`src/rtl/nibble_serial_adder_if.sv`:
```
// Handshake bundle for nibble_serial_adder: operand side (in_*, A, B, Cin)
// and result side (out_*, Sum, Cout, Ovf). The master drives operands and
// out_ready; the slave (the adder) drives results and in_ready.
interface nibble_serial_adder_if #(
   parameter int NIBBLES = 4
);
   localparam int W = 4 * NIBBLES;

   logic         in_valid;
   logic         in_ready;
   logic [W-1:0] A;
   logic [W-1:0] B;
   logic         Cin;
   logic         out_valid;
   logic         out_ready;
   logic [W-1:0] Sum;
   logic         Cout;
   logic         Ovf;

   modport master (
      output in_valid, A, B, Cin, out_ready,
      input  in_ready, out_valid, Sum, Cout, Ovf
   );

   modport slave (
      input  in_valid, A, B, Cin, out_ready,
      output in_ready, out_valid, Sum, Cout, Ovf
   );
endinterface

```
`src/rtl/nibble_serial_adder.sv`:
```
// Multi-word adder built around one 4-bit full-adder stage. Operands are
// latched on acceptance, then one nibble is summed per clock (LSB nibble
// first) with the carry held in a register between cycles. The result,
// carry out and signed overflow are presented with a valid/ready handshake.
module nibble_serial_adder #(
   parameter int NIBBLES = 4
) (
   input  logic                 clk,
   input  logic                 rst,
   nibble_serial_adder_if.slave bus
);
   localparam int W     = 4 * NIBBLES;
   localparam int IDX_W = (NIBBLES > 1) ? $clog2(NIBBLES) : 1;
   localparam logic [IDX_W-1:0] LAST_IDX = IDX_W'(NIBBLES - 1);

   localparam logic [1:0] S_IDLE = 2'd0;
   localparam logic [1:0] S_RUN  = 2'd1;
   localparam logic [1:0] S_DONE = 2'd2;

   logic [1:0]       state;
   logic [W-1:0]     a_q;
   logic [W-1:0]     b_q;
   logic [W-1:0]     sum_q;
   logic             carry_q;
   logic             cout_q;
   logic             ovf_q;
   logic             out_valid_q;
   logic [IDX_W-1:0] idx;

   // Nibble-stage signals
   logic [W-1:0]     a_shift;
   logic [W-1:0]     b_shift;
   logic [3:0]       nib_a;
   logic [3:0]       nib_b;
   logic [3:0]       low_sum;   // {carry into bit 3, sum bits 2:0}
   logic [1:0]       high_sum;  // {stage carry out, sum bit 3}
   logic [3:0]       nib_sum;
   logic             nib_c3;
   logic             nib_cout;
   logic [W-1:0]     sum_merge;

   // 4-bit full-adder stage fed from the current nibble of the operands
   always_comb begin
      // NOTE: every signal gets a value on every path here, so no latches form.
      a_shift   = a_q >> {idx, 2'b00};
      b_shift   = b_q >> {idx, 2'b00};
      nib_a     = a_shift[3:0];
      nib_b     = b_shift[3:0];
      // Split at bit 3 so the carry into the nibble's MSB is visible for Ovf.
      low_sum   = {1'b0, nib_a[2:0]} + {1'b0, nib_b[2:0]} + {3'b000, carry_q};
      nib_c3    = low_sum[3];
      high_sum  = {1'b0, nib_a[3]} + {1'b0, nib_b[3]} + {1'b0, nib_c3};
      nib_cout  = high_sum[1];
      nib_sum   = {high_sum[0], low_sum[2:0]};
      // Sum register is cleared on accept, so OR-ing each nibble in is exact.
      sum_merge = sum_q | (W'(nib_sum) << {idx, 2'b00});
   end

   // Control FSM plus operand, carry and result registers
   always_ff @(posedge clk or posedge rst) begin
      // NOTE: operand registers are reset along with everything else; they are
      // a handful of flops, not a memory array, and this keeps outputs clean.
      if (rst) begin
         state       <= S_IDLE;
         a_q         <= '0;
         b_q         <= '0;
         sum_q       <= '0;
         carry_q     <= 1'b0;
         cout_q      <= 1'b0;
         ovf_q       <= 1'b0;
         out_valid_q <= 1'b0;
         idx         <= '0;
      end else begin
         // NOTE: non-blocking assignments throughout, so every register here
         // sees the pre-edge value of every other register.
         case (state)
            S_IDLE: begin
               if (bus.in_valid) begin
                  a_q     <= bus.A;
                  b_q     <= bus.B;
                  carry_q <= bus.Cin;
                  sum_q   <= '0;
                  idx     <= '0;
                  state   <= S_RUN;
               end
            end

            S_RUN: begin
               sum_q   <= sum_merge;
               carry_q <= nib_cout;
               if (idx == LAST_IDX) begin
                  cout_q      <= nib_cout;
                  ovf_q       <= nib_c3 ^ nib_cout;
                  out_valid_q <= 1'b1;
                  idx         <= '0;
                  state       <= S_DONE;
               end else begin
                  idx <= idx + 1'b1;
               end
            end

            S_DONE: begin
               if (bus.out_ready) begin
                  out_valid_q <= 1'b0;
                  state       <= S_IDLE;
               end
            end

            default: begin
               out_valid_q <= 1'b0;
               state       <= S_IDLE;
            end
         endcase
      end
   end

   // in_ready is a pure decode of the state register; no input reaches an output.
   assign bus.in_ready  = (state == S_IDLE);
   assign bus.out_valid = out_valid_q;
   assign bus.Sum       = sum_q;
   assign bus.Cout      = cout_q;
   assign bus.Ovf       = ovf_q;
endmodule

```
`src/flat_wrapper.sv`:
```
// flat-port wrapper written by rule: the top's interface ports become plain ports
module nibble_serial_adder_flat 
#(
   parameter int NIBBLES = 4
)
  (clk, rst, bus_in_valid, bus_A, bus_B, bus_Cin, bus_out_ready, bus_in_ready, bus_out_valid, bus_Sum, bus_Cout, bus_Ovf);
  nibble_serial_adder_if #(.NIBBLES(NIBBLES)) bus_i ();
  input  logic clk;
  input  logic rst;
  input wire logic [$bits(bus_i.in_valid)-1:0] bus_in_valid;
  input wire logic [$bits(bus_i.A)-1:0] bus_A;
  input wire logic [$bits(bus_i.B)-1:0] bus_B;
  input wire logic [$bits(bus_i.Cin)-1:0] bus_Cin;
  input wire logic [$bits(bus_i.out_ready)-1:0] bus_out_ready;
  output wire logic [$bits(bus_i.in_ready)-1:0] bus_in_ready;
  output wire logic [$bits(bus_i.out_valid)-1:0] bus_out_valid;
  output wire logic [$bits(bus_i.Sum)-1:0] bus_Sum;
  output wire logic [$bits(bus_i.Cout)-1:0] bus_Cout;
  output wire logic [$bits(bus_i.Ovf)-1:0] bus_Ovf;
  assign bus_i.in_valid = bus_in_valid;
  assign bus_i.A = bus_A;
  assign bus_i.B = bus_B;
  assign bus_i.Cin = bus_Cin;
  assign bus_i.out_ready = bus_out_ready;
  assign bus_in_ready = bus_i.in_ready;
  assign bus_out_valid = bus_i.out_valid;
  assign bus_Sum = bus_i.Sum;
  assign bus_Cout = bus_i.Cout;
  assign bus_Ovf = bus_i.Ovf;
  nibble_serial_adder #(.NIBBLES(NIBBLES)) u_core (.clk(clk), .rst(rst), .bus(bus_i));
endmodule
```
`config.mk`:
```
export PLATFORM = sky130hd
export DESIGN_NAME = nibble_serial_adder_flat
export DESIGN_NICKNAME = d
export VERILOG_FILES = /design/src/rtl/nibble_serial_adder_if.sv /design/src/rtl/nibble_serial_adder.sv /design/src/flat_wrapper.sv
export SDC_FILE = /design/constraint.sdc
export NUM_CORES = 1
export LEC_CHECK = 0
export ABC_AREA = 1
export CAP_MARGIN = 25
export CORE_ASPECT_RATIO = 0.6
export CORE_UTILIZATION = 50
export CTS_BUF_LIST = sky130_fd_sc_hd__clkbuf_4
export DETAILED_ROUTE_END_ITERATION = 8
export DONT_BUFFER_PORTS = 1
export PLACE_DENSITY = 0.68
export SLEW_MARGIN = 20
export SYNTH_ARGS = -nofsm -noshare
export SYNTH_HDL_FRONTEND = slang
export SYNTH_SLANG_ARGS = --single-unit
```
`constraint.sdc`:
```
create_clock -name clk -period 2.4 [get_ports clk]
set_input_delay 0.36 -clock clk [delete_from_list [all_inputs] [get_ports clk]]
set_output_delay 0.36 -clock clk [all_outputs]
set_load 0.005 [all_outputs]
```
==> impl_metrics.py, run 1 <==
metrics = {
    "outcome": {
        "outcome": "finished with violations",
        "violations": "setup timing",
    },
    "place": {
        "finalWeightedCongestion": 0.870,
        "pre_cts_slack_ns": -0.0346,
        "io_buffers": 0,
        "hpwl_um": 3950,
    },
    "finish": {
        "layout_commonest_cell": "nand2_1",
        "multi_input_area_um2": 1060,
        "nNetsFinal": 372,
        "seq_area_um2": 1400,
        "drive_gt1_share_pct": 15.2,
        "diodes": 0,
        "fillCellCount": 464,
        "final_cell_mix": "119 x nand2_1, 55 x dfrtp_1, 35 x inv_1",
        "utilization_pct": 56.7,
        "area_growth_pct": 8.79,
    },
    "die": {
        "rows": 20,
        "io_pins": 57,
        "chipHeight_um": 58.4,
        "coreArea_um2": 5080,
        "start_util_pct": 52.1,
        "die_area_um2": 5600,
        "die_width_um": 95.9,
    },
    "cts": {
        "clock-sinks": 56,
        "cts.root.buffer_cell": "clkbuf_4",
        "cts-buffers-inserted": 5,
        "cts_tree": "yes",
        "cts-htree-levels": 2,
        "cts_buffer_depth": 2,
        "clk_pin_slew_ns": 0.15,
        "clk_latency_ns": 0.37,
    },
    "power": {
        "ir_worst_vdd_uv": 547,
        "power_mw": 4.66,
        "p_leak_nw": 1.47,
        "p_per_area_nw_per_um2": 1620,
    },
    "drt": {
        "drt_pre_antenna_iters": 4,
        "routed_wl_um": 5560,
        "drt_iter0_drc": 120,
        "vias": 1982,
        "vias_per_cell": 5.02,
        "route.detailed.drc": 0,
        "avgRoutedWirePerCell_um": 14.1,
        "antenna_left": 0,
    },
    "sta": {
        "layout_min_cycle_time_ns": 2.46,
        "finalSetupViolCount": 3,
        "hold_violations": 0,
        "tightest_slew_ns": 0.479,
        "fmax_mhz": 407,
        "slew_viol_final": 0,
        "finalClockSkew_ns": 0.00898,
        "worst_slack_ns": -0.0586,
        "tns_ns": -0.127,
        "rsz0062_at_grt": "true",
        "post-route-period-util_pct": 102,
        "slew_headroom_pct": 68.0,
    },
    "synthesis": {
        "synth_warnings": 0,
        "ys_top_cells_by_area": "dfrtp_1 53%, nand2_1 17%, o21ai_0 6.0%",
        "syn_area_per_cell_um2": 8.27,
        "yosys.area.top_type": "dfrtp_1",
        "synth_cell_types": 21,
        "syn_inst": 320,
        "yosysTopAreaCellShare_pct": 52.9,
        "ys_ff_latch": 56,
        "synth_nets": 363,
        "ys_seq_area_share_pct": 52.9,
        "syn_area_um2": 2650,
    },
    "global_route": {
        "grt_max_degree": 56,
        "grt_pass1_vias": 1800,
        "grt-ovfl-total": 0,
        "grt_pass1_wl_um": 8890,
        "antenna_found_initial": 0,
        "grt_usage_pct": 21.6,
    },
    "worst_hold_path": {
        "hp-class": "input port to register",
    },
    "setup_path": {
        "required_ns": 2.70,
        "startpoint_type": "register",
        "end_kind": "register",
        "crit_fanout": 5,
        "worst-setup-path-type": "register to register",
        "worst_ep_arrival_time_ns": 2.76,
    },
    "job": {
        "maxCapViolCount": 0,
    },
}
## worst max-delay path: stages (launching register included)
cell	delay, ns
dfrtp_2	0.49
clkinv_4	0.10
buf_6	0.12
o21ai_2	0.12
o21ai_2	0.09
fa_2	0.38
nand3_2	0.09
nand3_2	0.09
fa_1	0.53
inv_1	0.05
nor2_2	0.11
nand2_1	0.06
a21oi_1	0.15
## power breakdown
group / total [mW] / internal (mW) / switching, mW
logic: 2.63 / 1.06 / 1.57
registers: 1.64 / 1.37 / 0.278
clock network: 0.392 / 0.120 / 0.272
## state kept, by name, indices dropped and copies added (netlist names)
signal and cells:
u_core.idx 2, u_core.bus.Ovf 1, u_core.carry_q 1, u_core.bus.out_valid 1, u_core.b_q 16, u_core.bus.Sum 16, u_core.state 2, u_core.a_q 16
u_core.bus.Cout 1
## synthesized netlist by cell type
library cell  count
xnor2_1           1
o211ai_1          5
nor2_1           13
inv_2             1
clkbuf_1          1
nand2_1         121
fa_1              3
ha_1              3
nor2_2            4
inv_4             1
o21ai_0          32
nand3_1           8
dfrtp_1          56
a21oi_1          17
o31ai_1           1
inv_1            38
buf_4             2
o22ai_1           1
buf_6             6
nand2_4           1
buf_2             5
## logic make-up (layout without fill, tap and decap cells)
group,Yosys count,after routing,share of synthesized area [%]
and+or+nand+nor,147,147,21.9
buffers and inverters,54,63,9.97
adders and majority gates,6,6,3.69
xor gates and xnor gates,1,1,0.331
DFF,56,56,52.9
AOI/OAI and AO/OA,56,56,11.2
## repair_timing
action	4_1_cts	5_1_grt
pin swaps	0	4
gates cloned	0	2
setup buffers	1	0
resized for setup	4	22
hold buffers	1	0
hold endpoints to repair	6	0
setup endpoints to repair	3	14
## path summary, 6_finish.rpt
check | from | to | slack [ns] | depth (start not counted)
setup / recovery | u_core.idx[0]$_DFFE_PP0P_ | u_core.bus.Sum[11]$_DFFE_PP0P_ | -0.06 | 12
hold / removal | bus_out_ready | u_core.state[1]$_DFFE_PP0P_ | 0.07 | 1
setup reg to reg | u_core.idx[0]$_DFFE_PP0P_ | u_core.bus.Sum[11]$_DFFE_PP0P_ | -0.06 | 12
hold reg to reg | u_core.a_q[7]$_DFFE_PP0P_ | u_core.a_q[7]$_DFFE_PP0P_ | 0.50 | 2
max in group asynchronous | rst | u_core.b_q[10]$_DFFE_PP0P_ | 1.49 | 3
min in group asynchronous | rst | u_core.idx[0]$_DFFE_PP0P_ | 0.32 | 2
## final cells by class
type                       count  area share [%]
tap                           66            2.87
timing repair inverter         2           0.391
inverter                      40            5.47
clock buffer                   6            1.56
multi-input combinational    210            37.0
timing repair buffer          14            3.87
clock inverter                 1           0.174
sequential                    56            48.7
## routing by layer
| layer | up-vias | GRT usage [%] | share of wire, % |
|---|---|---|---|
| met5 | - | 0 | 0 |
| met4 | 0 | 4.48 | 0.49 |
| met3 | 2 | 7.11 | 6.8 |
| met2 | 46 | 28.8 | 40 |
| met1 | 930 | 33.9 | 52 |
| li1 | 1004 | - | - |
## through the flow
step / hold WS, ns / area (um2) / std cells
detailed placement: 0.154 / 2720 / 384
floorplan: 0.444 / 2660 / 320
finish: 0.0732 / 2880 / 395
CTS: 0.0685 / 2800 / 393
global route: 0.0497 / 2880 / 395
global placement: 0.147 / 2720 / 384
No activity file was read; power rests on OpenSTA's default activity.
==> run 2, diff against run 1 <==
--- a/config.mk
+++ b/config.mk
@@ -10,6 +10,8 @@
 export CORE_ASPECT_RATIO = 0.6
 export CORE_UTILIZATION = 50
 export CTS_BUF_LIST = sky130_fd_sc_hd__clkbuf_4
+export CTS_CLUSTER_DIAMETER = 200
+export CTS_CLUSTER_SIZE = 28
 export DETAILED_ROUTE_END_ITERATION = 8
 export DONT_BUFFER_PORTS = 1
 export PLACE_DENSITY = 0.68
==> results of run 2 <==
No change in the layout: final DEF, timing and power equal those of run 1.
==> run 3, diff against run 2 <==
--- a/config.mk
+++ b/config.mk
@@ -8,13 +8,13 @@
 export ABC_AREA = 1
 export CAP_MARGIN = 25
 export CORE_ASPECT_RATIO = 0.6
-export CORE_UTILIZATION = 50
+export CORE_UTILIZATION = 59
 export CTS_BUF_LIST = sky130_fd_sc_hd__clkbuf_4
 export CTS_CLUSTER_DIAMETER = 200
 export CTS_CLUSTER_SIZE = 28
 export DETAILED_ROUTE_END_ITERATION = 8
 export DONT_BUFFER_PORTS = 1
-export PLACE_DENSITY = 0.68
+export PLACE_DENSITY = 0.78
 export SLEW_MARGIN = 20
 export SYNTH_ARGS = -nofsm -noshare
 export SYNTH_HDL_FRONTEND = slang
==> impl_metrics.py, run 3 (synthesis gave the netlist of run 1 again) <==
metrics = {
    "setup_path": {
        "crit_start": "u_core.idx[0]$_DFFE_PP0P_",
        "slowest_delay_ns": 0.56,
        "slowest_stage": "fa_1",
        "regToRegEndpoint": "u_core.bus.Sum[3]$_DFFE_PP0P_",
        "endpoint": "u_core.bus.Sum[3]$_DFFE_PP0P_",
        "r2r-start": "u_core.idx[0]$_DFFE_PP0P_",
        "crit_fanout": 5,
        "worst_ep_arrival_time_ns": 2.82,
        "end_kind": "register",
        "required_ns": 2.71,
        "worst-setup-path-type": "register to register",
        "r2r_cells": 12,
        "startpoint_type": "register",
        "timing.reg2reg.setup_slack_ns": -0.10,
        "path_cells": "clkinvlp_4, buf_6, nor2_4, o22ai_1, ha_1, nand2_2, nand3_2, fa_1, inv_1, nor2_2, nand2_1, a21oi_2",
    },
    "drt": {
        "drt_iter0_drc": 122,
        "route.detailed.drc": 0,
        "vias_per_cell": 5.28,
        "vias": 2085,
        "drt_pre_antenna_iters": 4,
        "avgRoutedWirePerCell_um": 14.2,
        "antenna_left": 0,
        "routed_wl_um": 5610,
    },
    "global_route": {
        "grt_pass1_vias": 1895,
        "antenna_found_initial": 0,
        "grt_pass1_wl_um": 8940,
        "grt_max_degree": 56,
        "grt-ovfl-total": 0,
        "grt_usage_pct": 26.0,
    },
    "sta": {
        "post-route-period-util_pct": 104,
        "slew_viol_final": 0,
        "tightest_slew_ns": 0.580,
        "slew_headroom_pct": 61.3,
        "finalSetupViolCount": 3,
        "finalClockSkew_ns": 0.00942,
        "tns_ns": -0.265,
        "fmax_mhz": 399,
        "whs_ns": 0.0682,
        "rsz0062_at_grt": "true",
        "worst_slack_ns": -0.104,
        "hold_violations": 0,
        "layout_min_cycle_time_ns": 2.50,
    },
    "place": {
        "pre_cts_slack_ns": -0.0787,
        "finalWeightedCongestion": 0.874,
        "io_buffers": 0,
        "hpwl_um": 3840,
        "placed_cell_area_um2": 2720,
        "dpl.cell_count": 378,
    },
    "cts": {
        "clk_pin_slew_ns": 0.14,
        "cts_tree": "yes",
        "cts.root.buffer_cell": "clkbuf_4",
        "cts-htree-levels": 2,
        "clock-sinks": 56,
        "cts-buffers-inserted": 5,
        "cts_buffer_depth": 2,
        "clk_latency_ns": 0.38,
    },
    "job": {
        "maxCapViolCount": 0,
    },
    "outcome": {
        "violations": "setup timing",
        "outcome": "finished with violations",
    },
    "finish": {
        "nNetsFinal": 378,
        "fin_area_um2": 2930,
        "layout.cells.non_filler": 395,
        "fillCellCount": 351,
        "layout_commonest_cell": "nand2_1",
        "drive_gt1_share_pct": 16.7,
        "diodes": 0,
        "area_growth_pct": 10.7,
        "final_cell_mix": "119 x nand2_1, 55 x dfrtp_1, 34 x inv_1",
    },
    "power": {
        "p_leak_nw": 1.50,
        "ir_worst_vdd_uv": 729,
        "p_per_area_nw_per_um2": 1640,
    },
    "die": {
        "start_util_pct": 62.9,
        "coreArea_um2": 4210,
        "chipHeight_um": 53.9,
        "io_pins": 57,
        "rows": 18,
        "die_width_um": 88.5,
        "die_area_um2": 4770,
    },
    "worst_hold_path": {
        "hp-class": "input port to register",
        "min-delay-start": "bus_out_ready",
    },
}
run 3: routing by layer:
layer	vias to the layer above	routed length (um)	global-route usage, %
met5	-	0	0
met3	6	495	6.13
met2	79	2380	39.0
met4	0	57	8.33
li1	1018	-	-
met1	982	2680	37.8
run 3: cell type report:
class | instances | area, um2 | area share [%]
Timing Repair Buffer | 21 | 184 | 6.28
Clock inverter | 1 | 5.00 | 0.171
Tap cell | 60 | 75.1 | 2.56
Multi-Input combinational cell | 210 | 1050 | 36.0
Clock buffer | 6 | 45.0 | 1.54
Inverter | 40 | 158 | 5.38
Timing Repair inverter | 1 | 7.51 | 0.256
Sequential cell | 56 | 1400 | 47.9
run 3: how the worst min path moves through the flow:
stage	endpoint	slack [ns]	cells past startpoint
finish	u_core.state[1]$_DFFE_PP0P_	0.07	1
global route	u_core.state[1]$_DFFE_PP0P_	0.05	1
CTS	u_core.state[1]$_DFFE_PP0P_	0.07	1
detailed placement	u_core.bus.Sum[3]$_DFFE_PP0P_	0.34	1
global placement	u_core.state[0]$_DFFE_PP0P_	0.34	1
floorplan	u_core.b_q[10]$_DFFE_PP0P_	0.44	2
run 3: metrics by stage:
stage	total power, mW	util, %
finish	4.80	69.6
CTS	4.56	68.5
global route	5.28	69.6
floorplan	3.37	-
detailed placement	3.90	64.6
global placement	3.83	64.6
run 3: report_power, final:
part | internal (mW) | switching, mW
logic | 1.15 | 1.61
registers | 1.37 | 0.284
clock network | 0.120 | 0.265
run 3: critical path: cells and delay by family (launching register included):
family                   cells  cell delay (ns)
flip-flops                   1             0.46
buffers and inverters        3             0.35
AND/OR/NAND/NOR              5             0.46
AO/OA/AOI/OAI                2             0.26
adder cells (fa/ha/maj)      2             0.92
run 3: repair_timing:
action / in CTS / in global routing
hold buffers: 1 / 0
endpoints found under the setup margin: 3 / 13
resized for setup: 18 / 11
endpoints found under the hold margin: 27 / 0
buffers inserted: 6 / 2
cloned: 1 / 0
pin swaps: 3 / 12
